**src/rtl/prog_ram_arbiter_if.sv**
```systemverilog
// Bus bundle between the CPU fetch port, the program loader, the arbiter and the RAM array.
// The slave modport is the arbiter's view; master is the surrounding system (requesters + RAM).
interface prog_ram_arbiter_if #(
  parameter int ADDR_W = 4,
  parameter int DATA_W = 8
);
  logic              cpu_req;
  logic [ADDR_W-1:0] cpu_addr;
  logic              cpu_ack;
  logic [DATA_W-1:0] cpu_rdata;

  logic              ldr_req;
  logic              ldr_we;
  logic [ADDR_W-1:0] ldr_addr;
  logic [DATA_W-1:0] ldr_wdata;
  logic              ldr_ack;
  logic [DATA_W-1:0] ldr_rdata;

  logic              ram_en;
  logic              ram_we;
  logic [ADDR_W-1:0] ram_addr;
  logic [DATA_W-1:0] ram_wdata;
  logic [DATA_W-1:0] ram_rdata;

  logic [1:0]        owner;
  logic              busy;

  modport slave (
    input  cpu_req, cpu_addr, ldr_req, ldr_we, ldr_addr, ldr_wdata, ram_rdata,
    output cpu_ack, cpu_rdata, ldr_ack, ldr_rdata,
    output ram_en, ram_we, ram_addr, ram_wdata, owner, busy
  );

  modport master (
    output cpu_req, cpu_addr, ldr_req, ldr_we, ldr_addr, ldr_wdata, ram_rdata,
    input  cpu_ack, cpu_rdata, ldr_ack, ldr_rdata,
    input  ram_en, ram_we, ram_addr, ram_wdata, owner, busy
  );
endinterface

```
**src/rtl/prog_ram_arbiter.sv**
```systemverilog
// Shares the program/data RAM between the CPU (reads) and the loader (reads/writes).
// Loader has priority, but only MAX_BURST consecutive loader grants while the CPU waits.
module prog_ram_arbiter #(
  parameter int ADDR_W    = 4,
  parameter int DATA_W    = 8,
  parameter int MAX_BURST = 4
) (
  input  logic              clk,
  input  logic              reset,
  prog_ram_arbiter_if.slave bus
);
  typedef enum logic [1:0] {IDLE = 2'd0, ACCESS = 2'd1, RESP = 2'd2} state_t;

  localparam logic [1:0] OWN_NONE  = 2'b00;
  localparam logic [1:0] OWN_CPU   = 2'b01;
  localparam logic [1:0] OWN_LDR   = 2'b10;
  localparam logic [3:0] BURST_LIM = 4'(MAX_BURST);

  state_t            state_q;
  logic [1:0]        owner_q;
  logic              busy_q;
  logic              is_wr_q;
  logic              ram_en_q;
  logic              ram_we_q;
  logic [ADDR_W-1:0] ram_addr_q;
  logic [DATA_W-1:0] ram_wdata_q;
  logic              cpu_ack_q;
  logic              ldr_ack_q;
  logic [DATA_W-1:0] cpu_rdata_q;
  logic [DATA_W-1:0] ldr_rdata_q;
  logic [3:0]        burst_cnt_q;
  logic [3:0]        burst_cnt_d;
  logic              grant_ldr_d;
  logic              grant_cpu_d;
  logic              resp_cpu;
  logic              resp_ldr_rd;

  always_comb begin
    grant_ldr_d = bus.ldr_req && !(bus.cpu_req && (burst_cnt_q == BURST_LIM));
    grant_cpu_d = bus.cpu_req && !grant_ldr_d;
    burst_cnt_d = burst_cnt_q;
    if (!bus.cpu_req || grant_cpu_d) begin
      burst_cnt_d = 4'd0;
    end else if (grant_ldr_d && (burst_cnt_q < BURST_LIM)) begin
      burst_cnt_d = burst_cnt_q + 4'd1;
    end
  end

  // RAM data arrives during RESP, so the requester sees it straight through in its ack cycle.
  assign resp_cpu    = (state_q == RESP) && (owner_q == OWN_CPU);
  assign resp_ldr_rd = (state_q == RESP) && (owner_q == OWN_LDR) && !is_wr_q;

  always_ff @(posedge clk) begin
    if (reset) begin
      state_q     <= IDLE;
      owner_q     <= OWN_NONE;
      busy_q      <= 1'b0;
      is_wr_q     <= 1'b0;
      ram_en_q    <= 1'b0;
      ram_we_q    <= 1'b0;
      ram_addr_q  <= '0;
      ram_wdata_q <= '0;
      cpu_ack_q   <= 1'b0;
      ldr_ack_q   <= 1'b0;
      cpu_rdata_q <= '0;
      ldr_rdata_q <= '0;
      burst_cnt_q <= 4'd0;
    end else begin
      case (state_q)
        IDLE: begin
          burst_cnt_q <= burst_cnt_d;
          if (grant_ldr_d) begin
            state_q     <= ACCESS;
            owner_q     <= OWN_LDR;
            busy_q      <= 1'b1;
            is_wr_q     <= bus.ldr_we;
            ram_en_q    <= 1'b1;
            ram_we_q    <= bus.ldr_we;
            ram_addr_q  <= bus.ldr_addr;
            ram_wdata_q <= bus.ldr_we ? bus.ldr_wdata : '0;
          end else if (grant_cpu_d) begin
            state_q     <= ACCESS;
            owner_q     <= OWN_CPU;
            busy_q      <= 1'b1;
            is_wr_q     <= 1'b0;
            ram_en_q    <= 1'b1;
            ram_we_q    <= 1'b0;
            ram_addr_q  <= bus.cpu_addr;
            ram_wdata_q <= '0;
          end
        end
        ACCESS: begin
          state_q     <= RESP;
          ram_en_q    <= 1'b0;
          ram_we_q    <= 1'b0;
          ram_addr_q  <= '0;
          ram_wdata_q <= '0;
          cpu_ack_q   <= (owner_q == OWN_CPU);
          ldr_ack_q   <= (owner_q == OWN_LDR);
        end
        RESP: begin
          state_q   <= IDLE;
          owner_q   <= OWN_NONE;
          busy_q    <= 1'b0;
          is_wr_q   <= 1'b0;
          cpu_ack_q <= 1'b0;
          ldr_ack_q <= 1'b0;
          if (resp_cpu) begin
            cpu_rdata_q <= bus.ram_rdata;
          end
          if (resp_ldr_rd) begin
            ldr_rdata_q <= bus.ram_rdata;
          end
        end
        default: begin
          state_q <= IDLE;
        end
      endcase
    end
  end

  assign bus.cpu_ack   = cpu_ack_q;
  assign bus.ldr_ack   = ldr_ack_q;
  assign bus.cpu_rdata = resp_cpu ? bus.ram_rdata : cpu_rdata_q;
  assign bus.ldr_rdata = resp_ldr_rd ? bus.ram_rdata : ldr_rdata_q;
  assign bus.ram_en    = ram_en_q;
  assign bus.ram_we    = ram_we_q;
  assign bus.ram_addr  = ram_addr_q;
  assign bus.ram_wdata = ram_wdata_q;
  assign bus.owner     = owner_q;
  assign bus.busy      = busy_q;
endmodule

```
**src/flat_wrapper.sv**
```systemverilog
// flat-port wrapper written by rule: the top's interface ports become plain ports
module prog_ram_arbiter_flat 
#(
  parameter int ADDR_W    = 4,
  parameter int DATA_W    = 8,
  parameter int MAX_BURST = 4
)
  (clk, reset, bus_cpu_req, bus_cpu_addr, bus_ldr_req, bus_ldr_we, bus_ldr_addr, bus_ldr_wdata, bus_ram_rdata, bus_cpu_ack, bus_cpu_rdata, bus_ldr_ack, bus_ldr_rdata, bus_ram_en, bus_ram_we, bus_ram_addr, bus_ram_wdata, bus_owner, bus_busy);
  prog_ram_arbiter_if #(.ADDR_W(ADDR_W), .DATA_W(DATA_W)) bus_i ();
  input  logic clk;
  input  logic reset;
  input wire logic [$bits(bus_i.cpu_req)-1:0] bus_cpu_req;
  input wire logic [$bits(bus_i.cpu_addr)-1:0] bus_cpu_addr;
  input wire logic [$bits(bus_i.ldr_req)-1:0] bus_ldr_req;
  input wire logic [$bits(bus_i.ldr_we)-1:0] bus_ldr_we;
  input wire logic [$bits(bus_i.ldr_addr)-1:0] bus_ldr_addr;
  input wire logic [$bits(bus_i.ldr_wdata)-1:0] bus_ldr_wdata;
  input wire logic [$bits(bus_i.ram_rdata)-1:0] bus_ram_rdata;
  output wire logic [$bits(bus_i.cpu_ack)-1:0] bus_cpu_ack;
  output wire logic [$bits(bus_i.cpu_rdata)-1:0] bus_cpu_rdata;
  output wire logic [$bits(bus_i.ldr_ack)-1:0] bus_ldr_ack;
  output wire logic [$bits(bus_i.ldr_rdata)-1:0] bus_ldr_rdata;
  output wire logic [$bits(bus_i.ram_en)-1:0] bus_ram_en;
  output wire logic [$bits(bus_i.ram_we)-1:0] bus_ram_we;
  output wire logic [$bits(bus_i.ram_addr)-1:0] bus_ram_addr;
  output wire logic [$bits(bus_i.ram_wdata)-1:0] bus_ram_wdata;
  output wire logic [$bits(bus_i.owner)-1:0] bus_owner;
  output wire logic [$bits(bus_i.busy)-1:0] bus_busy;
  assign bus_i.cpu_req = bus_cpu_req;
  assign bus_i.cpu_addr = bus_cpu_addr;
  assign bus_i.ldr_req = bus_ldr_req;
  assign bus_i.ldr_we = bus_ldr_we;
  assign bus_i.ldr_addr = bus_ldr_addr;
  assign bus_i.ldr_wdata = bus_ldr_wdata;
  assign bus_i.ram_rdata = bus_ram_rdata;
  assign bus_cpu_ack = bus_i.cpu_ack;
  assign bus_cpu_rdata = bus_i.cpu_rdata;
  assign bus_ldr_ack = bus_i.ldr_ack;
  assign bus_ldr_rdata = bus_i.ldr_rdata;
  assign bus_ram_en = bus_i.ram_en;
  assign bus_ram_we = bus_i.ram_we;
  assign bus_ram_addr = bus_i.ram_addr;
  assign bus_ram_wdata = bus_i.ram_wdata;
  assign bus_owner = bus_i.owner;
  assign bus_busy = bus_i.busy;
  prog_ram_arbiter #(.ADDR_W(ADDR_W), .DATA_W(DATA_W), .MAX_BURST(MAX_BURST)) u_core (.clk(clk), .reset(reset), .bus(bus_i));
endmodule
```
**config.mk**
```make
export PLATFORM = sky130hd
export DESIGN_NAME = prog_ram_arbiter_flat
export DESIGN_NICKNAME = d
export VERILOG_FILES = /design/src/rtl/prog_ram_arbiter_if.sv /design/src/rtl/prog_ram_arbiter.sv /design/src/flat_wrapper.sv
export SDC_FILE = /design/constraint.sdc
export NUM_CORES = 1
export LEC_CHECK = 0
export ABC_AREA = 1
export BUFFER_PORTS_ARGS = -buffer_cell sky130_fd_sc_hd__buf_2
export CORE_AREA = 4 4 68 70
export CTS_BUF_LIST = sky130_fd_sc_hd__clkbuf_16
export CTS_CLUSTER_DIAMETER = 40
export CTS_CLUSTER_SIZE = 40
export DETAILED_ROUTE_END_ITERATION = 16
export DIE_AREA = 0 0 72 74
export GPL_TIMING_DRIVEN = 0
export HOLD_SLACK_MARGIN = 0.1
export PLACE_DENSITY_LB_ADDON = 0.1
export SETUP_SLACK_MARGIN = 0.5
export SYNTH_ARGS = -nofsm -noshare
export SYNTH_HDL_FRONTEND = slang
export SYNTH_SLANG_ARGS = --single-unit
```
**constraint.sdc**
```tcl
create_clock -name clk -period 1.77 [get_ports clk]
set_input_delay 0.177 -clock clk [delete_from_list [all_inputs] [get_ports clk]]
set_output_delay 0.177 -clock clk [all_outputs]
set_load 0.01 [all_outputs]
```
==> results of run 1 <==
-- state kept, by name, indices dropped and copies added, names as in the netlist --
signal,flops
u_core.bus.ram_wdata,8
u_core.cpu_rdata_q,8
u_core.ldr_rdata_q,8
u_core.burst_cnt_q,4
u_core.bus.ram_addr,4
u_core.bus.owner,2
u_core.state_q,2
u_core.bus.busy,1
u_core.bus.cpu_ack,1
u_core.bus.ldr_ack,1
u_core.bus.ram_en,1
u_core.bus.ram_we,1
u_core.is_wr_q,1
-- layer usage --
layer / wire length (um) / part of all wire [%] / vias up / GRT usage (%)
li1: - / - / 1057 / -
met5: 0 / 0 / - / 0
met1: 2289 / 39 / 995 / 22.58
met4: 116 / 2.0 / 0 / 5.428
met3: 351 / 6.0 / 14 / 4.865
met2: 3141 / 53 / 74 / 37.14
-- cell families (layout without fill, tap and decap cells) --
logic type	Yosys count	in the layout
AND/OR/NAND/NOR	109	110
buffers and inverters	72	167
AO/OA/AOI/OAI	48	48
flip-flops	42	42
adder cells (fa/ha/maj)	6	6
-- stage by stage --
| stage | worst slack [ns] | hold slack [ns] | instances |
|---|---|---|---|
| global placement | 0.1548 | 0.4451 | 389 |
| floorplan | 0.3565 | 0.3370 | 277 |
| detailed placement | 0.1218 | 0.4503 | 389 |
| finish | 0.02832 | 0.1493 | 423 |
| global route | -0.04160 | 0.1474 | 423 |
| CTS | 0.06778 | 0.1521 | 417 |
-- power groups by stage --
stage / clock [W] / sequential (W) / combinational [W]
global placement: 0 / 0.00106 / 0.000482
finish: 0.00100 / 0.00105 / 0.000771
floorplan: 0 / 0.00108 / 0.000323
CTS: 0.00102 / 0.00104 / 0.000629
global route: 0.00107 / 0.00105 / 0.000837
detailed placement: 0 / 0.00106 / 0.000486
-- synth_stat cells (all sizes together) --
cell type / instances / share of area [%]
dfxtp: 42 / 42
a211oi: 8 / 3.0
clkbuf: 4 / 0.76
inv: 62 / 12
buf: 6 / 2.3
nand3: 21 / 6.2
nand2: 56 / 11
or2: 1 / 0.44
ha: 6 / 3.8
o21ai: 10 / 2.5
nor2: 21 / 4.7
a21oi: 30 / 7.6
nand3b: 4 / 1.5
nand4: 5 / 1.6
nor3: 1 / 0.25
-- repair_timing --
action                                  in CTS  in global routing
resized for setup                           47                 78
endpoints found under the setup margin      48                 55
gates cloned                                 3                  1
pin swaps                                   14                 27
hold endpoints to repair                     0                  0
setup buffers                               17                  5
-- worst max-delay path, cell delays in order (launching register included) --
cell and delay (ns):
dfxtp_2 0.32, inv_2 0.07, ha_4 0.17, inv_4 0.05, nor2_4 0.10, nand2_4 0.09
clkbuf_16 0.18, o21ai_4 0.13, inv_1 0.04, buf_2 0.13
-- path summary, 6_finish.rpt --
kind                                   startpoint                              endpoint  cells after the start
setup reg to reg   u_core.state_q[0]$_SDFFE_PP0P_        u_core.bus.ram_en$_SDFFE_PP0P_                     11
hold / removal                   bus_ldr_wdata[1]  u_core.bus.ram_wdata[1]$_SDFFE_PP0P_                      3
hold reg to reg   u_core.bus.ldr_ack$_SDFFE_PP0P_       u_core.bus.ldr_ack$_SDFFE_PP0P_                      2
setup / recovery   u_core.state_q[0]$_SDFFE_PP0P_                      bus_ldr_rdata[5]                      9
-- area by class of cell --
class | instances | share of cell area, %
buffer | 10 | 2.676
clock buffer | 5 | 3.769
clock inverter | 3 | 1.131
inverter | 62 | 7.388
multi-input combinational | 164 | 39.84
sequential | 42 | 25.44
tap | 50 | 1.885
timing repair buffer | 87 | 17.87
==> results.tsv, run 1 <==
metric	value	unit
global-route wire length before repair	8459	um
all-layer global routing usage	19.87	%
total congestion overflow	0	
H-tree depth	2	
Yosys warning count	0	
Filler Cell Count	232	
Pwr per Cell Area	849.8	mW/mm2
Net Switching	0.0008186	W
hold buffers post-CTS	0	
worst-margin pin slew	0.7302	ns
Mapped Cells	277	
Pint	0.002002	W
Max Cap Viol	0	
vias in the first global route	1938	
I/O pins	64	
Reg area	844.6	um2
CP Capture Type	output port	
most frequent cells in the layout	buf_2 (61), inv_1 (53), dfxtp_1 (39)	
clock network power share	35.6	%
adder-cell share of the synthesized area	3.785	%
Placed Area	0.002417	mm2
Clk Latency, worst-skew pair	0.28	ns
multiplexer share of the synthesized area	0	%
Max Buffers Root-to-Sink	2	
Leak	1.607	nW
DIE AREA	0.005328	mm2
relative slew slack	51.32	%
routed vias/inst	5.059	
#FFs+latches synth	42	
Via Count	2140	
Seq/Total Area, Yosys	42.40	%
mean area per synthesized cell	7.159	um2
Hold Crit Class	primary input to flip-flop	
Post-Synth Simple-Gate Area	25.93	%
Routed WL	5899	um
number of diodes	0	
Achievable Freq	574.2	MHz
final period utilization	98.40	%
share of power burned in registers	37.1	%
Clock Sinks	42	
RSZ-0062 raised after global routing	yes	
overall power	0.002821	W
Peak VDD IR	0.6258	mV
time the worst path needs with I/O delays and setup	1.742	ns
drt pass-1 iters	4	
syn nets	312	
Layout Nets	407	
GPL Wtd Cong	0.7533	
proportion of layout cells with a drive suffix above 1	54.16	%
status	finished, final reports clean	
Die Wd	72	um
Worst-path clk slew	0.06	ns
clk root buf	clkbuf_16	
setup TNS	0	ns
Area Growth Syn to Fin	67.38	%
WS Path Type	flip-flop to output port	
Design Area, Final	0.003319	mm2
Synth Area in XOR/XNOR	0	%
critical path data arrival time	1.56	ns
Die Ht	74	um
multi-input logic area	0.001323	mm2
DR iter-0 viols	83	
utilization after layout	83.59	%
Synth cell types	23	
Clock Skews	0.002403	ns
CTS Buf Count	5	
initial antenna violation count	0	
Avg WL per Cell	13.95	um
CTS tree	done	
Compound-Gate Fraction of Synth Area	13.12	%
Worst Path Max Fanout	5	
startpoint types	flip-flop	
Worst EP required	1.59	ns
DRC Markers	0	
area of the core	0.003971	mm2
R2R Setup Slk	0.07	ns
switching part of the total	29.02	%
largest family of logic cells by synthesized area	simple AND/OR/NAND/NOR gates	
final setup fails	0	
Post-DRT Antenna Nets	0	
leading cell type in the layout, fill and taps excluded	buf_2	
synthesized area	0.001983	mm2
Initial Util	49.94	%
Hold Vio Cnt, Final	0	
Max Slew Vio Count	0	
largest net degree at the start of global routing	13	
I/O Buffers	62	
Placement Rows	23	
dpl hpwl	3219	um
logic gate share of total power	27.3	%
Note: power is estimated with default switching activity, not from simulation.
==> run 2: changes to the inputs <==
==> constraint.sdc (replaced) <==
create_clock -name clk -period 1.77 [get_ports clk]
set_input_delay 0.2655 -clock clk [delete_from_list [all_inputs] [get_ports clk]]
set_output_delay 0.2655 -clock clk [all_outputs]
set_load 0.01 [all_outputs]
==> run 2 against run 1 <==
  * The flow now finishes with violations (negative setup slack)
  * Sequential share of layout area down 0.47 points
  * First-iteration DRC count is 22% lower
  * Wire length is 6.0% higher
  * Register-to-register slack better by 0.07 ns
  * Worst setup slack lost 0.081 ns
  * Critical path depth stayed put
  * Global-route usage rose by 1.8 points
  * Flip-flop and latch count stayed put
  * Clock skew up 0.0017 ns
  * Combinational power up 5.4%
  * Critical path type unchanged
==> results.tsv, run 2 (synthesis results as in run 1) <==
metric	value	unit	change
Pwr per Cell Area	814.9	mW/mm2	-4.1%
Reg2Reg Depth	10		-1
critical path buffer and inverter count	5		unchanged
critical path's largest stage delay	0.34	ns	+0.02 ns
WS Path Type	flip-flop to output port		
R2R Path Start	u_core.state_q[0]$_SDFFE_PP0P_		
Clock Sinks	42		unchanged
setup TNS	-0.2454	ns	-0.2454 ns
startpoint types	flip-flop		
area of the core	0.003971	mm2	unchanged
I/O Buffers	62		unchanged
relative slew slack	55.87	%	+4.5 points
Post-DRT Antenna Nets	0		unchanged
Area Growth Syn to Fin	71.04	%	
dpl hpwl	3363	um	+4.5%
final period utilization	103.0	%	+4.6 points
status	finished, violations left		
placed insts	389		unchanged
Routed WL	6251	um	+6.0%
Placement Rows	23		unchanged
CTS tree	done		
routed vias/inst	5.002		-1.1%
clk root buf	clkbuf_16		
vias in the first global route	2049		+5.7%
Max Slew Vio Count	0		unchanged
total congestion overflow	0		unchanged
DRC Markers	0		unchanged
hold buffers post-CTS	0		unchanged
multi-input logic area	0.001329	mm2	+0.47%
Pint	0.001901	W	-5.1%
share of power burned in registers	38.1	%	+1.0 points
Hold Crit Class	primary input to flip-flop		
Clk Latency, worst-skew pair	0.28	ns	about the same
critical path data arrival time	1.56	ns	about the same
Hold Vio Cnt, Final	0		unchanged
R2R Setup Slk	0.14	ns	+0.07 ns
Hold EP	u_core.bus.ram_wdata[5]$_SDFFE_PP0P_		
final setup fails	14		+14
I/O pins	64		unchanged
switching part of the total	31.23	%	+2.2 points
Via Count	2126		-0.65%
leading cell type in the layout, fill and taps excluded	buf_2		
Max Cap Viol	0		unchanged
worst hold start	bus_ldr_wdata[5]		
DP Worst Slack	0.1638	ns	+0.04204 ns
logic gate share of total power	29.4	%	+2.1 points
initial antenna violation count	0		unchanged
Worst-path clk slew	0.06	ns	about the same
Clock Skews	0.004142	ns	+0.001739 ns
most frequent cells in the layout	buf_2 (52), inv_1 (37), dfxtp_1 (37)		
non-filler cells in the finished layout	425		+0.47%
global-route wire length before repair	9094	um	+7.5%
Die Ht	74	um	unchanged
Reg area	847.1	um2	+0.30%
time the worst path needs with I/O delays and setup	1.822	ns	+0.08063 ns
number of diodes	0		unchanged
largest net degree at the start of global routing	15		+2
DR iter-0 viols	65		-22%
Layout Nets	409		+0.49%
Placed Area	0.002540	mm2	+5.1%
delay-heaviest family, CP	buffers and inverters		
H-tree depth	2		unchanged
Initial Util	49.94	%	unchanged
Net Switching	0.0008633	W	+5.5%
DIE AREA	0.005328	mm2	unchanged
Achievable Freq	548.8	MHz	-4.4%
Peak VDD IR	0.5274	mV	-16%
GPL Wtd Cong	0.7812		+3.7%
CTS Buf Count	5		unchanged
Max Buffers Root-to-Sink	2		unchanged
PnR worst setup slack	-0.05230	ns	-0.08063 ns
Avg WL per Cell	14.71	um	+5.5%
Leak	1.596	nW	-0.72%
clock network power share	32.5	%	-3.1 points
RR Endpoint	u_core.bus.ram_wdata[1]$_SDFFE_PP0P_		
Filler Cell Count	229		-1.3%
all-layer global routing usage	21.64	%	+1.8 points
RSZ-0062 raised after global routing	yes		
CP Capture Type	output port		
drt pass-1 iters	4		unchanged
hold path depth	3		unchanged
critical path cell sequence	inv_4, ha_4, buf_6, nand3_4, buf_6, nand2_4, inv_4, a21oi_4, buf_2		
Design Area, Final	0.003392	mm2	+2.2%
proportion of layout cells with a drive suffix above 1	56.27	%	+2.1 points
failing checks	negative setup slack		
Worst EP required	1.50	ns	-0.09 ns
Die Wd	72	um	unchanged
CP max-delay cell	dfxtp_2		
worst-margin pin slew	0.6620	ns	-0.06818 ns
Worst Path Max Fanout	4		-1
==> run 2: cell count changes in the layout (fill, tap and decap cells not counted), sizes merged <==
cell	change
buf	+2
bufinv	-1
clkbuf	-1
clkinv	+2
clkinvlp	+1
inv	-2
nand3	+1
==> run 2: worst max-delay path by stage <==
stage                              startpoint  cells past startpoint  slack, ns                                    to
6_report       u_core.state_q[0]$_SDFFE_PP0P_                      9      -0.05                      bus_cpu_rdata[3]
5_1_grt        u_core.state_q[0]$_SDFFE_PP0P_                      9      -0.12                      bus_ldr_rdata[0]
4_1_cts        u_core.state_q[0]$_SDFFE_PP0P_                     10     -0.003                      bus_ldr_rdata[4]
3_5_place_dp   u_core.state_q[0]$_SDFFE_PP0P_                      9       0.16                      bus_ldr_rdata[0]
3_3_place_gp   u_core.state_q[0]$_SDFFE_PP0P_                      9       0.16                      bus_ldr_rdata[0]
2_1_floorplan  u_core.state_q[1]$_SDFFE_PP0P_                      9       0.33  u_core.bus.ram_wdata[1]$_SDFFE_PP0P_
==> run 2: final cells by class <==
class                      count  share of cell area [%]
multi-input combinational    165                   39.17
sequential                    42                   24.97
timing repair buffer          88                   19.55
inverter                      62                   7.377
clock buffer                   5                   3.689
buffer                        10                   2.767
tap                           50                   1.844
clock inverter                 3                  0.6271
==> run 2: through the flow <==
stage	hold slack [ns]	power [W]	util, %
floorplan	0.4095	0.001423	-
global placement	0.4469	0.001571	63.96
detailed placement	0.4520	0.001575	63.96
CTS	0.2405	0.002640	78.45
global route	0.2512	0.002893	85.41
finish	0.2435	0.002764	85.41
==> run 2: routing by layer <==
layer / up-vias / wire [um] / global-route usage, %
li1: 1064 / - / -
met1: 981 / 2404 / 24.25
met2: 67 / 3355 / 41.02
met3: 14 / 331 / 4.730
met4: 0 / 160 / 6.472
met5: - / 0 / 0
==> run 2: worst register-to-register path: stages (launching register included) <==
cell     delay, ns
dfxtp_2       0.36
inv_4         0.04
buf_4         0.15
ha_4          0.16
buf_6         0.12
or2_4         0.25
nand2_8       0.08
nor2_4        0.05
buf_6         0.13
nand3_1       0.09
a21oi_1       0.06
==> run 2: repair_timing <==
| action | CTS | global route |
|---|---|---|
| hold endpoints to repair | 0 | 0 |
| buffers inserted | 17 | 6 |
| pin swaps | 13 | 15 |
| gates resized for setup | 69 | 52 |
| setup endpoints to repair | 47 | 56 |
| gates cloned | 5 | 0 |
==> run 2: power by group through the flow <==
| stage | Clock (W) | Combinational (W) | Sequential [W] |
|---|---|---|---|
| after global placement | 0 | 0.000508 | 0.00106 |
| after detailed placement | 0 | 0.000512 | 0.00106 |
| after CTS | 0.000906 | 0.000685 | 0.00105 |
| after floorplan | 0 | 0.000345 | 0.00108 |
| final | 0.000898 | 0.000813 | 0.00105 |
| after global routing | 0.000953 | 0.000880 | 0.00106 |
==> run 3: changes to the inputs <==
--- a/config.mk
+++ b/config.mk
@@ -16,7 +16,7 @@
 export GPL_TIMING_DRIVEN = 0
 export HOLD_SLACK_MARGIN = 0.1
 export PLACE_DENSITY_LB_ADDON = 0.1
-export SETUP_SLACK_MARGIN = 0.5
+export SETUP_SLACK_MARGIN = 0.4
 export SYNTH_ARGS = -nofsm -noshare
 export SYNTH_HDL_FRONTEND = slang
 export SYNTH_SLANG_ARGS = --single-unit
==> run 3 against run 2 <==
  * The run still ends with negative setup slack left
  * Global-route usage fell by 0.33 points
  * Non-clock buffer count up 2
  * Clock power down 3.9%
  * Cell count stayed put
  * Largest power group unchanged
  * Highest routed layer unchanged
==> results.tsv, run 3 (synthesis results as in run 1) <==
metric	value	unit	change
Placement Rows	23		unchanged
Reg2Reg Depth	11		+1
critical path data arrival time	1.57	ns	about the same
area of the core	0.003971	mm2	unchanged
Placed Area	0.002487	mm2	-2.1%
R2R Path Start	u_core.state_q[0]$_SDFFE_PP0P_		
WS Path Type	flip-flop to output port		
Leak	1.593	nW	-0.18%
vias in the first global route	2000		-2.4%
relative slew slack	53.52	%	-2.4 points
I/O pins	64		unchanged
worst hold start	bus_ldr_wdata[5]		
R2R Setup Slk	0.06	ns	-0.08 ns
status	finished, violations left		
CTS tree	done		
routed vias/inst	4.972		-0.61%
dpl hpwl	3284	um	-2.3%
Die Ht	74	um	unchanged
leading cell type in the layout, fill and taps excluded	buf_2		
PnR worst setup slack	-0.06725	ns	-0.01494 ns
total congestion overflow	0		unchanged
Peak VDD IR	0.6135	mV	+16%
Clk Latency, worst-skew pair	0.28	ns	about the same
Design Area, Final	0.003323	mm2	-2.0%
Clock Skews	0.003832	ns	-0.0003105 ns
failing checks	negative setup slack		
non-filler cells in the finished layout	425		unchanged
global-route wire length before repair	8990	um	-1.1%
H-tree depth	2		unchanged
RSZ-0062 raised after global routing	yes		
drt pass-1 iters	4		unchanged
Avg WL per Cell	14.11	um	-4.1%
Routed WL	5995	um	-4.1%
all-layer global routing usage	21.31	%	-0.33 points
largest net degree at the start of global routing	13		-2
Achievable Freq	544.3	MHz	-0.81%
Layout Nets	410		+0.24%
CTS Buf Count	5		unchanged
Worst Path Max Fanout	5		+1
worst-margin pin slew	0.6973	ns	+0.03526 ns
Max Cap Viol	0		unchanged
Worst EP required	1.50	ns	about the same
proportion of layout cells with a drive suffix above 1	56.80	%	+0.53 points
Hold Vio Cnt, Final	0		unchanged
Max Buffers Root-to-Sink	2		unchanged
Clock Sinks	42		unchanged
number of diodes	0		unchanged
time the worst path needs with I/O delays and setup	1.837	ns	+0.01494 ns
DRC Markers	0		unchanged
Area Growth Syn to Fin	67.57	%	
Die Wd	72	um	unchanged
Worst-path clk slew	0.06	ns	about the same
hold buffers post-CTS	0		unchanged
worst hold slack after final layout	0.2368	ns	-0.006720 ns
Max Slew Vio Count	0		unchanged
Critical Path Source	u_core.bus.owner[1]$_SDFFE_PP0P_		
final setup fails	9		-5
Post-DRT Antenna Nets	0		unchanged
CP Capture Type	output port		
startpoint types	flip-flop		
most frequent cells in the layout	buf_2 (59), inv_1 (46), dfxtp_1 (38)		
Hold Crit Class	primary input to flip-flop		
GPL Wtd Cong	0.7830		+0.23%
placed insts	389		unchanged
setup TNS	-0.2935	ns	-0.04813 ns
hold path depth	3		unchanged
DIE AREA	0.005328	mm2	unchanged
I/O Buffers	62		unchanged
final period utilization	103.8	%	+0.84 points
initial antenna violation count	0		unchanged
Via Count	2113		-0.61%
clk root buf	clkbuf_16		
DR iter-0 viols	65		unchanged
DP Worst Slack	0.1204	ns	-0.04343 ns
Pwr per Cell Area	806.6	mW/mm2	-1.0%
Initial Util	49.94	%	unchanged
run 3: final cells by class:
cell class                 instances  area, um2
fill                             233      648.1
buffer                            10      88.84
timing repair buffer              90      626.9
tap                               50      62.56
clock inverter                     2      11.26
multi-input combinational        164       1320
clock buffer                       5      125.1
inverter                          62      242.7
sequential                        42      845.8
run 3: power by group:
group / switching, W / leakage, nW / internal, W
registers: 0.0000422 / 0.343 / 0.00101
logic: 0.000427 / 1.18 / 0.000340
clock network: 0.000354 / 0.0671 / 0.000509
run 3: per-stage QoR:
step | total power [W] | utilization [%]
finish | 0.002680 | 83.68
global route | 0.002821 | 83.68
CTS | 0.002553 | 74.98
detailed placement | 0.001569 | 62.63
global placement | 0.001562 | 62.63
floorplan | 0.001416 | -
run 3: what timing repair did:
| item | CTS | global route |
|---|---|---|
| endpoints found under the setup margin | 42 | 42 |
| buffers inserted | 15 | 10 |
| pin swaps | 13 | 27 |
| gates resized for setup | 57 | 64 |
| cloned | 4 | 0 |
run 3: routing by layer:
layer	up-vias	part of all wire (%)	track usage (%)	routed length, um
li1	1069	-	-	-
met1	959	39	24.62	2352
met2	64	52	38.06	3095
met3	21	5.2	5.135	314
met4	0	3.9	8.559	233
met5	-	0	0	0
run 3: path summary, 6_finish.rpt:
path / end
max: bus_ldr_rdata[7]
max reg2reg: u_core.bus.ram_en$_SDFFE_PP0P_
min: u_core.bus.ram_wdata[5]$_SDFFE_PP0P_
min reg2reg: u_core.bus.ram_addr[2]$_SDFFE_PP0P_
run 3: critical path, stage by stage (launching register included):
cell     delay [ns]
dfxtp_1        0.37
inv_1          0.15
nor2_4         0.18
nand2_4        0.11
buf_8          0.15
o21ai_4        0.17
inv_2          0.05
buf_6          0.11
